### src/rtl/uart_frame_gen_if.sv
// Signal bundle between a burst source and the UART frame generator.
// It carries the burst configuration, the buffer write port, start, and the line/status outputs.
interface uart_frame_gen_if #(
  parameter int DATA_WIDTH = 8,
  parameter int DEPTH      = 4,
  parameter int PRESCALE_W = 6,
  parameter int GAP_W      = 4
);
  localparam int CNT_W = $clog2(DEPTH + 1);

  logic [PRESCALE_W-1:0] CFG_PRESCALE;
  logic                  CFG_PAR_EN;
  logic                  CFG_PAR_TYP;
  logic                  CFG_STOP2;
  logic [GAP_W-1:0]      CFG_GAP;
  logic                  WR_EN;
  logic [DATA_WIDTH-1:0] WR_DATA;
  logic [1:0]            WR_INJ;
  logic                  START;
  logic                  TX_OUT;
  logic                  BUSY;
  logic                  DONE;
  logic [CNT_W-1:0]      BUF_CNT;
  logic                  BUF_FULL;

  modport master (
    output CFG_PRESCALE, CFG_PAR_EN, CFG_PAR_TYP, CFG_STOP2, CFG_GAP,
    output WR_EN, WR_DATA, WR_INJ, START,
    input  TX_OUT, BUSY, DONE, BUF_CNT, BUF_FULL
  );

  modport slave (
    input  CFG_PRESCALE, CFG_PAR_EN, CFG_PAR_TYP, CFG_STOP2, CFG_GAP,
    input  WR_EN, WR_DATA, WR_INJ, START,
    output TX_OUT, BUSY, DONE, BUF_CNT, BUF_FULL
  );
endinterface

### src/rtl/uart_frame_gen.sv
// UART frame generator: buffers a short burst of bytes, then serialises them onto an
// idle-high line using the configuration captured at START, with optional error injection.
module uart_frame_gen #(
  parameter int DATA_WIDTH = 8,
  parameter int DEPTH      = 4,
  parameter int PRESCALE_W = 6,
  parameter int GAP_W      = 4
) (
  input  logic            CLK,
  input  logic            RST,
  uart_frame_gen_if.slave bus
);
  localparam int CNT_W = $clog2(DEPTH + 1);
  localparam int IDX_W = (DEPTH > 1) ? $clog2(DEPTH) : 1;
  localparam int BIT_W = (DATA_WIDTH > 1) ? $clog2(DATA_WIDTH) : 1;
  localparam int ENT_W = DATA_WIDTH + 2;

  typedef enum logic [2:0] {
    IDLE,
    START_BIT,
    DATA,
    PARITY,
    STOP,
    GAP
  } state_t;

  state_t                state_r, state_nx;
  logic [PRESCALE_W-1:0] cnt_r, cnt_nx;
  logic [BIT_W-1:0]      bit_idx_r, bit_idx_nx;
  logic [IDX_W-1:0]      frame_idx_r, frame_idx_nx;
  logic                  stop_second_r, stop_second_nx;
  logic [GAP_W-1:0]      gap_cnt_r, gap_cnt_nx;
  logic                  tx_r, tx_nx;
  logic                  busy_r, busy_nx;
  logic                  done_r, done_nx;
  logic [CNT_W-1:0]      buf_cnt_r, buf_cnt_nx;

  logic [PRESCALE_W-1:0] reload_lat;
  logic                  par_en_lat;
  logic                  par_typ_lat;
  logic                  stop2_lat;
  logic [GAP_W-1:0]      gap_lat;

  logic [ENT_W-1:0]      mem [DEPTH];

  logic                  wr_accept;
  logic                  start_go;
  logic [PRESCALE_W-1:0] cfg_reload;
  logic [ENT_W-1:0]      cur_entry;
  logic [DATA_WIDTH-1:0] cur_data;
  logic [1:0]            cur_inj;
  logic                  parity_bit;
  logic                  last_frame;
  logic                  bit_end;
  logic [BIT_W-1:0]      bit_idx_inc;

  // A zero prescale still needs one cycle per bit, so the reload value saturates at zero.
  assign cfg_reload = (bus.CFG_PRESCALE == '0) ? '0 : bus.CFG_PRESCALE - PRESCALE_W'(1);

  assign wr_accept   = bus.WR_EN && (state_r == IDLE) && (buf_cnt_r < CNT_W'(DEPTH));
  assign start_go    = bus.START && (state_r == IDLE) && ((buf_cnt_r != '0) || wr_accept);
  assign cur_entry   = mem[frame_idx_r];
  assign cur_data    = cur_entry[DATA_WIDTH-1:0];
  assign cur_inj     = cur_entry[ENT_W-1:DATA_WIDTH];
  assign parity_bit  = (^cur_data) ^ par_typ_lat ^ cur_inj[0];
  assign last_frame  = (CNT_W'(frame_idx_r) == (buf_cnt_r - CNT_W'(1)));
  assign bit_end     = (cnt_r == '0);
  assign bit_idx_inc = bit_idx_r + BIT_W'(1);

  // Next-state and next-line-level logic; every line change is computed here and registered.
  always_comb begin
    state_nx       = state_r;
    cnt_nx         = cnt_r;
    bit_idx_nx     = bit_idx_r;
    frame_idx_nx   = frame_idx_r;
    stop_second_nx = stop_second_r;
    gap_cnt_nx     = gap_cnt_r;
    tx_nx          = tx_r;
    busy_nx        = busy_r;
    done_nx        = 1'b0;
    buf_cnt_nx     = buf_cnt_r;

    if (state_r != IDLE) begin
      cnt_nx = bit_end ? reload_lat : cnt_r - PRESCALE_W'(1);
    end

    unique case (state_r)
      IDLE: begin
        tx_nx   = 1'b1;
        busy_nx = 1'b0;
        if (wr_accept) begin
          buf_cnt_nx = buf_cnt_r + CNT_W'(1);
        end
        if (start_go) begin
          state_nx     = START_BIT;
          tx_nx        = 1'b0;
          busy_nx      = 1'b1;
          cnt_nx       = cfg_reload;
          frame_idx_nx = '0;
        end
      end
      START_BIT: begin
        if (bit_end) begin
          state_nx   = DATA;
          bit_idx_nx = '0;
          tx_nx      = cur_data[0];
        end
      end
      DATA: begin
        if (bit_end) begin
          if (bit_idx_r == BIT_W'(DATA_WIDTH - 1)) begin
            stop_second_nx = 1'b0;
            if (par_en_lat) begin
              state_nx = PARITY;
              tx_nx    = parity_bit;
            end else begin
              state_nx = STOP;
              tx_nx    = ~cur_inj[1];
            end
          end else begin
            bit_idx_nx = bit_idx_inc;
            tx_nx      = cur_data[bit_idx_inc];
          end
        end
      end
      PARITY: begin
        if (bit_end) begin
          state_nx       = STOP;
          stop_second_nx = 1'b0;
          tx_nx          = ~cur_inj[1];
        end
      end
      STOP: begin
        if (bit_end) begin
          if (stop2_lat && !stop_second_r) begin
            stop_second_nx = 1'b1;
            tx_nx          = 1'b1;
          end else if (last_frame) begin
            state_nx   = IDLE;
            tx_nx      = 1'b1;
            busy_nx    = 1'b0;
            done_nx    = 1'b1;
            buf_cnt_nx = '0;
          end else begin
            frame_idx_nx = frame_idx_r + IDX_W'(1);
            if (gap_lat != '0) begin
              state_nx   = GAP;
              gap_cnt_nx = gap_lat - GAP_W'(1);
              tx_nx      = 1'b1;
            end else begin
              state_nx = START_BIT;
              tx_nx    = 1'b0;
            end
          end
        end
      end
      GAP: begin
        if (bit_end) begin
          if (gap_cnt_r == '0) begin
            state_nx = START_BIT;
            tx_nx    = 1'b0;
          end else begin
            gap_cnt_nx = gap_cnt_r - GAP_W'(1);
          end
        end
      end
      default: begin
        state_nx = IDLE;
        tx_nx    = 1'b1;
        busy_nx  = 1'b0;
      end
    endcase
  end

  // Control registers; reset drops the burst and returns the line high on the next edge.
  always_ff @(posedge CLK) begin
    if (!RST) begin
      state_r       <= IDLE;
      cnt_r         <= '0;
      bit_idx_r     <= '0;
      frame_idx_r   <= '0;
      stop_second_r <= 1'b0;
      gap_cnt_r     <= '0;
      tx_r          <= 1'b1;
      busy_r        <= 1'b0;
      done_r        <= 1'b0;
      buf_cnt_r     <= '0;
      reload_lat    <= '0;
      par_en_lat    <= 1'b0;
      par_typ_lat   <= 1'b0;
      stop2_lat     <= 1'b0;
      gap_lat       <= '0;
    end else begin
      state_r       <= state_nx;
      cnt_r         <= cnt_nx;
      bit_idx_r     <= bit_idx_nx;
      frame_idx_r   <= frame_idx_nx;
      stop_second_r <= stop_second_nx;
      gap_cnt_r     <= gap_cnt_nx;
      tx_r          <= tx_nx;
      busy_r        <= busy_nx;
      done_r        <= done_nx;
      buf_cnt_r     <= buf_cnt_nx;
      if (start_go) begin
        reload_lat  <= cfg_reload;
        par_en_lat  <= bus.CFG_PAR_EN;
        par_typ_lat <= bus.CFG_PAR_TYP;
        stop2_lat   <= bus.CFG_STOP2;
        gap_lat     <= bus.CFG_GAP;
      end
    end
  end

  // Buffer contents are only meaningful below BUF_CNT, so the storage itself is not reset.
  always_ff @(posedge CLK) begin
    if (RST && wr_accept) begin
      mem[buf_cnt_r[IDX_W-1:0]] <= {bus.WR_INJ, bus.WR_DATA};
    end
  end

  assign bus.TX_OUT   = tx_r;
  assign bus.BUSY     = busy_r;
  assign bus.DONE     = done_r;
  assign bus.BUF_CNT  = buf_cnt_r;
  assign bus.BUF_FULL = (buf_cnt_r == CNT_W'(DEPTH));

endmodule

### src/flat_wrapper.sv
// flat-port wrapper written by rule: the top's interface ports become plain ports
module uart_frame_gen_flat 
#(
  parameter int DATA_WIDTH = 8,
  parameter int DEPTH      = 4,
  parameter int PRESCALE_W = 6,
  parameter int GAP_W      = 4
)
  (CLK, RST, bus_CFG_PRESCALE, bus_CFG_PAR_EN, bus_CFG_PAR_TYP, bus_CFG_STOP2, bus_CFG_GAP, bus_WR_EN, bus_WR_DATA, bus_WR_INJ, bus_START, bus_TX_OUT, bus_BUSY, bus_DONE, bus_BUF_CNT, bus_BUF_FULL);
  uart_frame_gen_if #(.DATA_WIDTH(DATA_WIDTH), .DEPTH(DEPTH), .PRESCALE_W(PRESCALE_W), .GAP_W(GAP_W)) bus_i ();
  input  logic CLK;
  input  logic RST;
  input wire logic [$bits(bus_i.CFG_PRESCALE)-1:0] bus_CFG_PRESCALE;
  input wire logic [$bits(bus_i.CFG_PAR_EN)-1:0] bus_CFG_PAR_EN;
  input wire logic [$bits(bus_i.CFG_PAR_TYP)-1:0] bus_CFG_PAR_TYP;
  input wire logic [$bits(bus_i.CFG_STOP2)-1:0] bus_CFG_STOP2;
  input wire logic [$bits(bus_i.CFG_GAP)-1:0] bus_CFG_GAP;
  input wire logic [$bits(bus_i.WR_EN)-1:0] bus_WR_EN;
  input wire logic [$bits(bus_i.WR_DATA)-1:0] bus_WR_DATA;
  input wire logic [$bits(bus_i.WR_INJ)-1:0] bus_WR_INJ;
  input wire logic [$bits(bus_i.START)-1:0] bus_START;
  output wire logic [$bits(bus_i.TX_OUT)-1:0] bus_TX_OUT;
  output wire logic [$bits(bus_i.BUSY)-1:0] bus_BUSY;
  output wire logic [$bits(bus_i.DONE)-1:0] bus_DONE;
  output wire logic [$bits(bus_i.BUF_CNT)-1:0] bus_BUF_CNT;
  output wire logic [$bits(bus_i.BUF_FULL)-1:0] bus_BUF_FULL;
  assign bus_i.CFG_PRESCALE = bus_CFG_PRESCALE;
  assign bus_i.CFG_PAR_EN = bus_CFG_PAR_EN;
  assign bus_i.CFG_PAR_TYP = bus_CFG_PAR_TYP;
  assign bus_i.CFG_STOP2 = bus_CFG_STOP2;
  assign bus_i.CFG_GAP = bus_CFG_GAP;
  assign bus_i.WR_EN = bus_WR_EN;
  assign bus_i.WR_DATA = bus_WR_DATA;
  assign bus_i.WR_INJ = bus_WR_INJ;
  assign bus_i.START = bus_START;
  assign bus_TX_OUT = bus_i.TX_OUT;
  assign bus_BUSY = bus_i.BUSY;
  assign bus_DONE = bus_i.DONE;
  assign bus_BUF_CNT = bus_i.BUF_CNT;
  assign bus_BUF_FULL = bus_i.BUF_FULL;
  uart_frame_gen #(.DATA_WIDTH(DATA_WIDTH), .DEPTH(DEPTH), .PRESCALE_W(PRESCALE_W), .GAP_W(GAP_W)) u_core (.CLK(CLK), .RST(RST), .bus(bus_i));
endmodule
### config.mk
export PLATFORM = sky130hd
export DESIGN_NAME = uart_frame_gen_flat
export DESIGN_NICKNAME = d
export VERILOG_FILES = /design/src/rtl/uart_frame_gen_if.sv /design/src/rtl/uart_frame_gen.sv /design/src/flat_wrapper.sv
export SDC_FILE = /design/constraint.sdc
export NUM_CORES = 1
export LEC_CHECK = 0
export CAP_MARGIN = 25
export CORE_MARGIN = 4
export CORE_UTILIZATION = 32
export CTS_CLUSTER_DIAMETER = 80
export DETAILED_ROUTE_END_ITERATION = 10
export GPL_ROUTABILITY_DRIVEN = 0
export GPL_TIMING_DRIVEN = 1
export PLACE_DENSITY = 0.56
export SKIP_LAST_GASP = 1
export SYNTH_ARGS = -nofsm -noshare
export SYNTH_HDL_FRONTEND = slang
export SYNTH_SLANG_ARGS = --single-unit
### constraint.sdc
create_clock -name CLK -period 2.06 [get_ports CLK]
set_input_delay 0.412 -clock CLK [delete_from_list [all_inputs] [get_ports CLK]]
set_output_delay 0.412 -clock CLK [all_outputs]
set_load 0.05 [all_outputs]
# ---- Word level (Yosys, flattened, before mapping)
# Memories as Yosys holds them, arrays and structs flattened. A register that Yosys moved wholly into a read port is not among the register bits.
# Index checks and enable logic that the tools add are counted.
dict set report classes {
  magnitude_cmp 2
  bitwise_logic 7
  n_mux 70
  reduce_logical 30
  addsub 8
  eq_ne 24
}
# op n
set op_table {}
lappend op_table {{$mux W3} 19}
lappend op_table {{$mux W6} 5}
lappend op_table {{$mux W1} 25}
lappend op_table {{$mux W4} 6}
lappend op_table {{$ne A2 B1 Y1 const B} 12}
lappend op_table {{$pmux W3 S6} 1}
lappend op_table {{$eq A3 B3 Y1 const B} 4}
lappend op_table {{$logic_not A6 Y1} 2}
lappend op_table {{$mux W2} 6}
lappend op_table {{$pmux W3 S2} 2}
lappend op_table {{$reduce_and A6 Y1} 2}
lappend op_table {{$sub A6 B1 Y6 const B} 2}
lappend op_table {{$reduce_and A5 Y1} 2}
lappend op_table {{$reduce_and A9 Y1} 1}
lappend op_table {{$reduce_bool A3 Y1} 3}
lappend op_table {{$ne A2 B2 Y1 const B} 4}
lappend op_table {{$pmux W4 S2} 1}
lappend op_table {{$reduce_and A4 Y1} 2}
lappend op_table {{$reduce_or A4 Y1} 2}
lappend op_table {{$reduce_xor A8 Y1} 1}
lappend op_table {{$sub A4 B1 Y4 const B} 2}
lappend op_table {{$reduce_and A7 Y1} 1}
lappend op_table {{$add A3 B1 Y3 const B} 2}
lappend op_table {{$eq A3 B2 Y1 const B} 2}
lappend op_table {{other kinds (19)} 32}
dict set report word_totals {
  word_cells 157
  input_bits 27
  ram_bits 40
  mem_count 1
  regBits 38
  out_inout_bits 7
}
# name depth width rd rd_ports_with_merged_regs wr line
set memory_table {}
lappend memory_table {u_core.mem 4 10 1 1 1 uart_frame_gen.sv:44} ;# logic [ENT_W-1:0] mem [DEPTH];

# ---- Longest topological paths before layout
dict set report logic_depth {
  ltp_word 9
  depth_mapped 9
  mapped_depth_nobuf 8
}

# ---- Worst setup path after synthesis
# Ideal clock, no wire load.
dict set report synth_path {
  path_kind {reg-to-reg}
  start {register u_core.buf_cnt_r[0] (netlist: u_core.bus.BUF_CNT[0])}
  end {register u_core.gap_cnt_r[2]}
  required_ns 1.986
  slack_ns -0.495
  period_less_slack_ns 2.555
  t_arrival_ns 2.481
  stages_incl_launch_ff 9
  setup_time_ns 0.074
  n_path_buf 0
  cell_sequence {dfxtp_1 -> inv_1 -> ha_1 -> ha_1 -> and3_1 -> o32ai_2 -> nand2_1 -> or3_1 -> a31oi_1}
}
dict set report synth_via {
  elab_chain_cells 4
}
# element line
set synth_rtl {}
lappend synth_rtl {{start: declaration} uart_frame_gen.sv:36} ;# logic [CNT_W-1:0] buf_cnt_r, buf_cnt_nx;
lappend synth_rtl {{start signal: assignment} uart_frame_gen.sv:203} ;# buf_cnt_r <= buf_cnt_nx;
lappend synth_rtl {{$sub A3 B1 Y3} uart_frame_gen.sv:66} ;# assign last_frame = (CNT_W'(frame_idx_r) == (buf_cnt_r - CNT_W'(1)));
lappend synth_rtl {{$eq A2 B3 Y1} uart_frame_gen.sv:66}
lappend synth_rtl {{$ne A2 B2 Y1 (no line)} -}
lappend synth_rtl {{$reduce_and A7 Y1 (no line)} -}
lappend synth_rtl {{end signal: assignment} uart_frame_gen.sv:199} ;# gap_cnt_r <= gap_cnt_nx;
lappend synth_rtl {{end: declaration} uart_frame_gen.sv:32} ;# logic [GAP_W-1:0] gap_cnt_r, gap_cnt_nx;
# Every way passes these cells.
# A chain may end at the register's enable or synchronous reset.

# ---- Worst setup path after layout
dict set report layout_path {
  start {register u_core.cnt_r[0]}
  end {register u_core.state_r[1]}
}
dict set report layout_via {
  elab_chain_cells 3
  word_cells_on_any_way 7
  classes_between {5 x eq/ne; 2 x reduce/logical}
}
# element line
set layout_rtl {}
lappend layout_rtl {{start: declaration} uart_frame_gen.sv:28} ;# logic [PRESCALE_W-1:0] cnt_r, cnt_nx;
lappend layout_rtl {{start signal: assignment} uart_frame_gen.sv:195} ;# cnt_r <= cnt_nx;
lappend layout_rtl {{$logic_not A6 Y1 (*)} uart_frame_gen.sv:67} ;# assign bit_end = (cnt_r == '0);
lappend layout_rtl {{$ne A2 B1 Y1 (no line)} -}
lappend layout_rtl {{$reduce_and A9 Y1 (no line) (*)} -}
lappend layout_rtl {{end signal: assignment} uart_frame_gen.sv:194} ;# state_r <= state_nx;
lappend layout_rtl {{end: declaration} uart_frame_gen.sv:27} ;# state_t state_r, state_nx;
# Every way passes the cells marked *; elsewhere a longest branch is shown, timed or not.

==> impl_results.md <==
* WL/cell at 15.0 µm
* Mapped Nets at just under 400
* Synth area leader: edfxtp_1
* Cell variety after synth at 57
* Placeable core area at ~12000 µm²
* Row Count at 40
* Critical path endpoint category: flip-flop
* Hold crit path type: flip-flop to flip-flop
* Worst Tran Pin Value at between 0.5 and 0.6 ns
* Number of synthesized flops with an enable pin at 40
* Crit share post-route at 1.01
* Die Ht at 118 µm
* Largest net degree at the start of global routing at 22
* Failing checks: setup timing
* Clock Skews at 0.00765 ns
* Final wirelength at about 9.0 mm
* Cells after DPL at a little under 600
* Setup TNS at -0.0240 ns
* Final setup fails at 1
* Worst Path Max Fanout at 4
* First-pass GRT wire length at 15.0 mm
* Final Hold Fails at 0
* Yosys Warn Count at 0
* Initial core utilization at 0.326
* CTS tree: built
* FF+latch count, synth at 80
* Root Buffer: clkbuf_16
* Met3 routed WL at between 300 and 400 µm
* Max VDD drop at 0.574 mV
* First DRT Iteration DRCs at 160
* Mean area per synthesized cell at 10.9 µm²
* CTS H-tree depth at 3
* Multiplexer area fraction after synthesis at 0.0842
* Top Layer Used: met4
* Fin crit period at approximately 2.1 ns
* Max_slew headroom at 0.610
* Antenna Nets Post-Route at 0
* Status: complete, but fails checks
* Vias in the first global route at between 3k and 4k
* GRT overflow at 0
* Antenna fix cells at 0
* Die X at 118 µm
* Hold buffers post-CTS at 0
* Post-synthesis adder-cell area fraction at 0.0385
* Initial antenna violation count at 0
* Worst skew pair latency at about 0.34 ns
* Main combinational cell family by area after synthesis: simple AND/OR/NAND/NOR gates
* Num CTS Buffers at 9
* Yosys top cell area share at 0.308
* # Max-Cap Violations at 0
* FFs w/ async S/R, synth at 0
* CP arrival at roughly 2.3 ns
* Post-synthesis sequential area ratio at 0.514
* Syn Inst Count at 358
* Final instance count without filler cells at 601
* Unrepaired setup endpoints after global routing: true
* Synthesized area at between 3000 and 4000 µm²
* Clk sink count at 80
* Dominant cells by area after synthesis: edfxtp_1 (31%), dfxtp_1 (21%), mux4_2 (6.4%), a21oi_1 (5.1%), ha_1 (3.9%)
* Fmax at 480 MHz
* Drt pass-1 iters at 4
* Wire length on met1 at 4.14 mm
* WS Path Type: flip-flop to flip-flop
* Clock-pin transition on the worst setup and hold timing paths at ~0.06 ns
* IO Pins at 34
* CP startpoint kind: flip-flop
* Die footprint at 14000 µm²
* Via/cell ratio at 5.04
* DRC at 0
* Clk buf depth at 2
* Post-DP HPWL at 6.65 mm
* Leak at 0.00196 µW
* Post-Synth XOR/XNOR Area at 0.0405
* Port bufs at 33
* Area grow syn2layout at 36.0%
* Slew Viols, Final at 0
* Met2 Routed Length at 4.36 mm
* Post-layout nets at 488
* Post-synthesis compound-gate area fraction at 0.131
* Via count at between 3k and 4k
* PnR worst setup slack at -0.0240 ns
* Share of layout cells above drive strength 1 at 0.262
* Commonest register cell after synthesis: edfxtp_1
* Simple-gate share of the synthesized area at 0.159
* GRT Overall Usage at 0.132
* P per Cell Area at 1210 nW/µm²
* Synth top cells by count: a21oi_1 (40), dfxtp_1 (40), edfxtp_1 (40)
* CP Data Required Time at 2.29 ns
-- placed cells by master (no fill, tap or decap), drive strengths merged, types with 2 or more instances in the layout --
cell           instances
xor2                   7
o211ai                 5
nor2b                  4
nor3b                  2
nor3                  13
nand4                  2
edfxtp                40
clkdlybuf4s50         31
nand2b                 3
nand3b                 2
nand3                  5
and3                   7
nor2                  35
nand2                 35
a31oi                  2
a311oi                 2
o21ai                 11
a221oi                 2
inv                   14
mux4                  11
a211oi                 7
nand4b                 2
xnor2                 11
ha                    12
clkbuf                 9
buf                   63
mux2i                  8
a21oi                 40
or3                    7
o32ai                  2
clkinv                 4
dfxtp                 40
-- flip-flops by register name, summed over array words and instances (netlist names), 2 cells and up, named ones only --
register,flops
u_core.gap_lat,4
u_core.gap_cnt_r,4
u_core.cnt_r,6
u_core.reload_lat,6
u_core.bit_idx_r,3
u_core.bus.BUF_CNT,3
u_core.state_r,3
u_core.mem,40
u_core.frame_idx_r,2
-- per-stage QoR --
step / worst slack, ns / total power, µW / util / hold WS (ns) / cell area, µm²
floorplan: 0.0265 / 3720 / - / 0.436 / 3930
global placement: -0.0885 / 4610 / 0.409 / 0.446 / 4890
detailed placement: -0.187 / 4650 / 0.409 / 0.452 / 4890
CTS: -0.00986 / 6310 / 0.435 / 0.459 / 5210
global route: -0.103 / 6840 / 0.443 / 0.496 / 5300
finish: -0.0240 / 6430 / 0.443 / 0.460 / 5300
-- cell families (layout without fill, tap and decap cells) --
group,count (synthesis),after routing
and+or+nand+nor,122,122
AOI/OAI and AO/OA,80,80
DFF,80,80
buffers and inverters,27,123
muxes,19,19
xor gates and xnor gates,18,18
adders and majority gates,12,12
-- worst max-delay path, cell delays in order, from the launching register on --
cell and delay [ns]:
dfxtp_2 0.32, inv_2 0.05, ha_1 0.12, or4b_4 0.52
a211oi_4 0.23, o32ai_4 0.16, nor3_4 0.29, mux2i_1 0.21
a21oi_1 0.07
-- where the power goes --
| group | switching (µW) | internal (µW) |
|---|---|---|
| Sequential | 150 | 1890 |
| Clock | 660 | 948 |
| Combinational | 1460 | 1330 |
| Total | 2270 | 4170 |
-- worst paths after layout --
check	start	end	slack, ns	cells past startpoint
setup reg to reg	u_core.cnt_r[0]$_SDFF_PN0_	u_core.state_r[1]$_SDFFE_PN0P_	-0.02	8
hold reg to reg	u_core.bit_idx_r[1]$_SDFFE_PN0P_	u_core.bit_idx_r[1]$_SDFFE_PN0P_	0.46	2
hold / removal	u_core.bit_idx_r[1]$_SDFFE_PN0P_	u_core.bit_idx_r[1]$_SDFFE_PN0P_	0.46	2
setup / recovery	u_core.cnt_r[0]$_SDFF_PN0_	u_core.state_r[1]$_SDFFE_PN0P_	-0.02	8
-- final cells by class --
| cell class | count | area (µm²) |
|---|---|---|
| Clock buffer | 9 | 225 |
| Clock inverter | 7 | 77.6 |
| Fill cell | 1090 | 6660 |
| Inverter | 12 | 45.0 |
| Multi-Input combinational cell | 251 | 1860 |
| Sequential cell | 80 | 2020 |
| Tap cell | 147 | 184 |
| Timing Repair Buffer | 95 | 896 |
-- what timing repair did --
action                                 in CTS  in global routing
pin swaps                                   0                 10
endpoints found under the hold margin       0                  0
buffers inserted                            0                  4
setup endpoints to repair                   7                 21
gates resized for setup                     4                 15
-- routing by layer --
metal,up-vias,GRT usage
li1,1508,-
met1,1452,0.171
met2,56,0.213
met3,11,0.0368
met4,0,0.0432
met5,-,0
(Power assumes the default switching activity.)
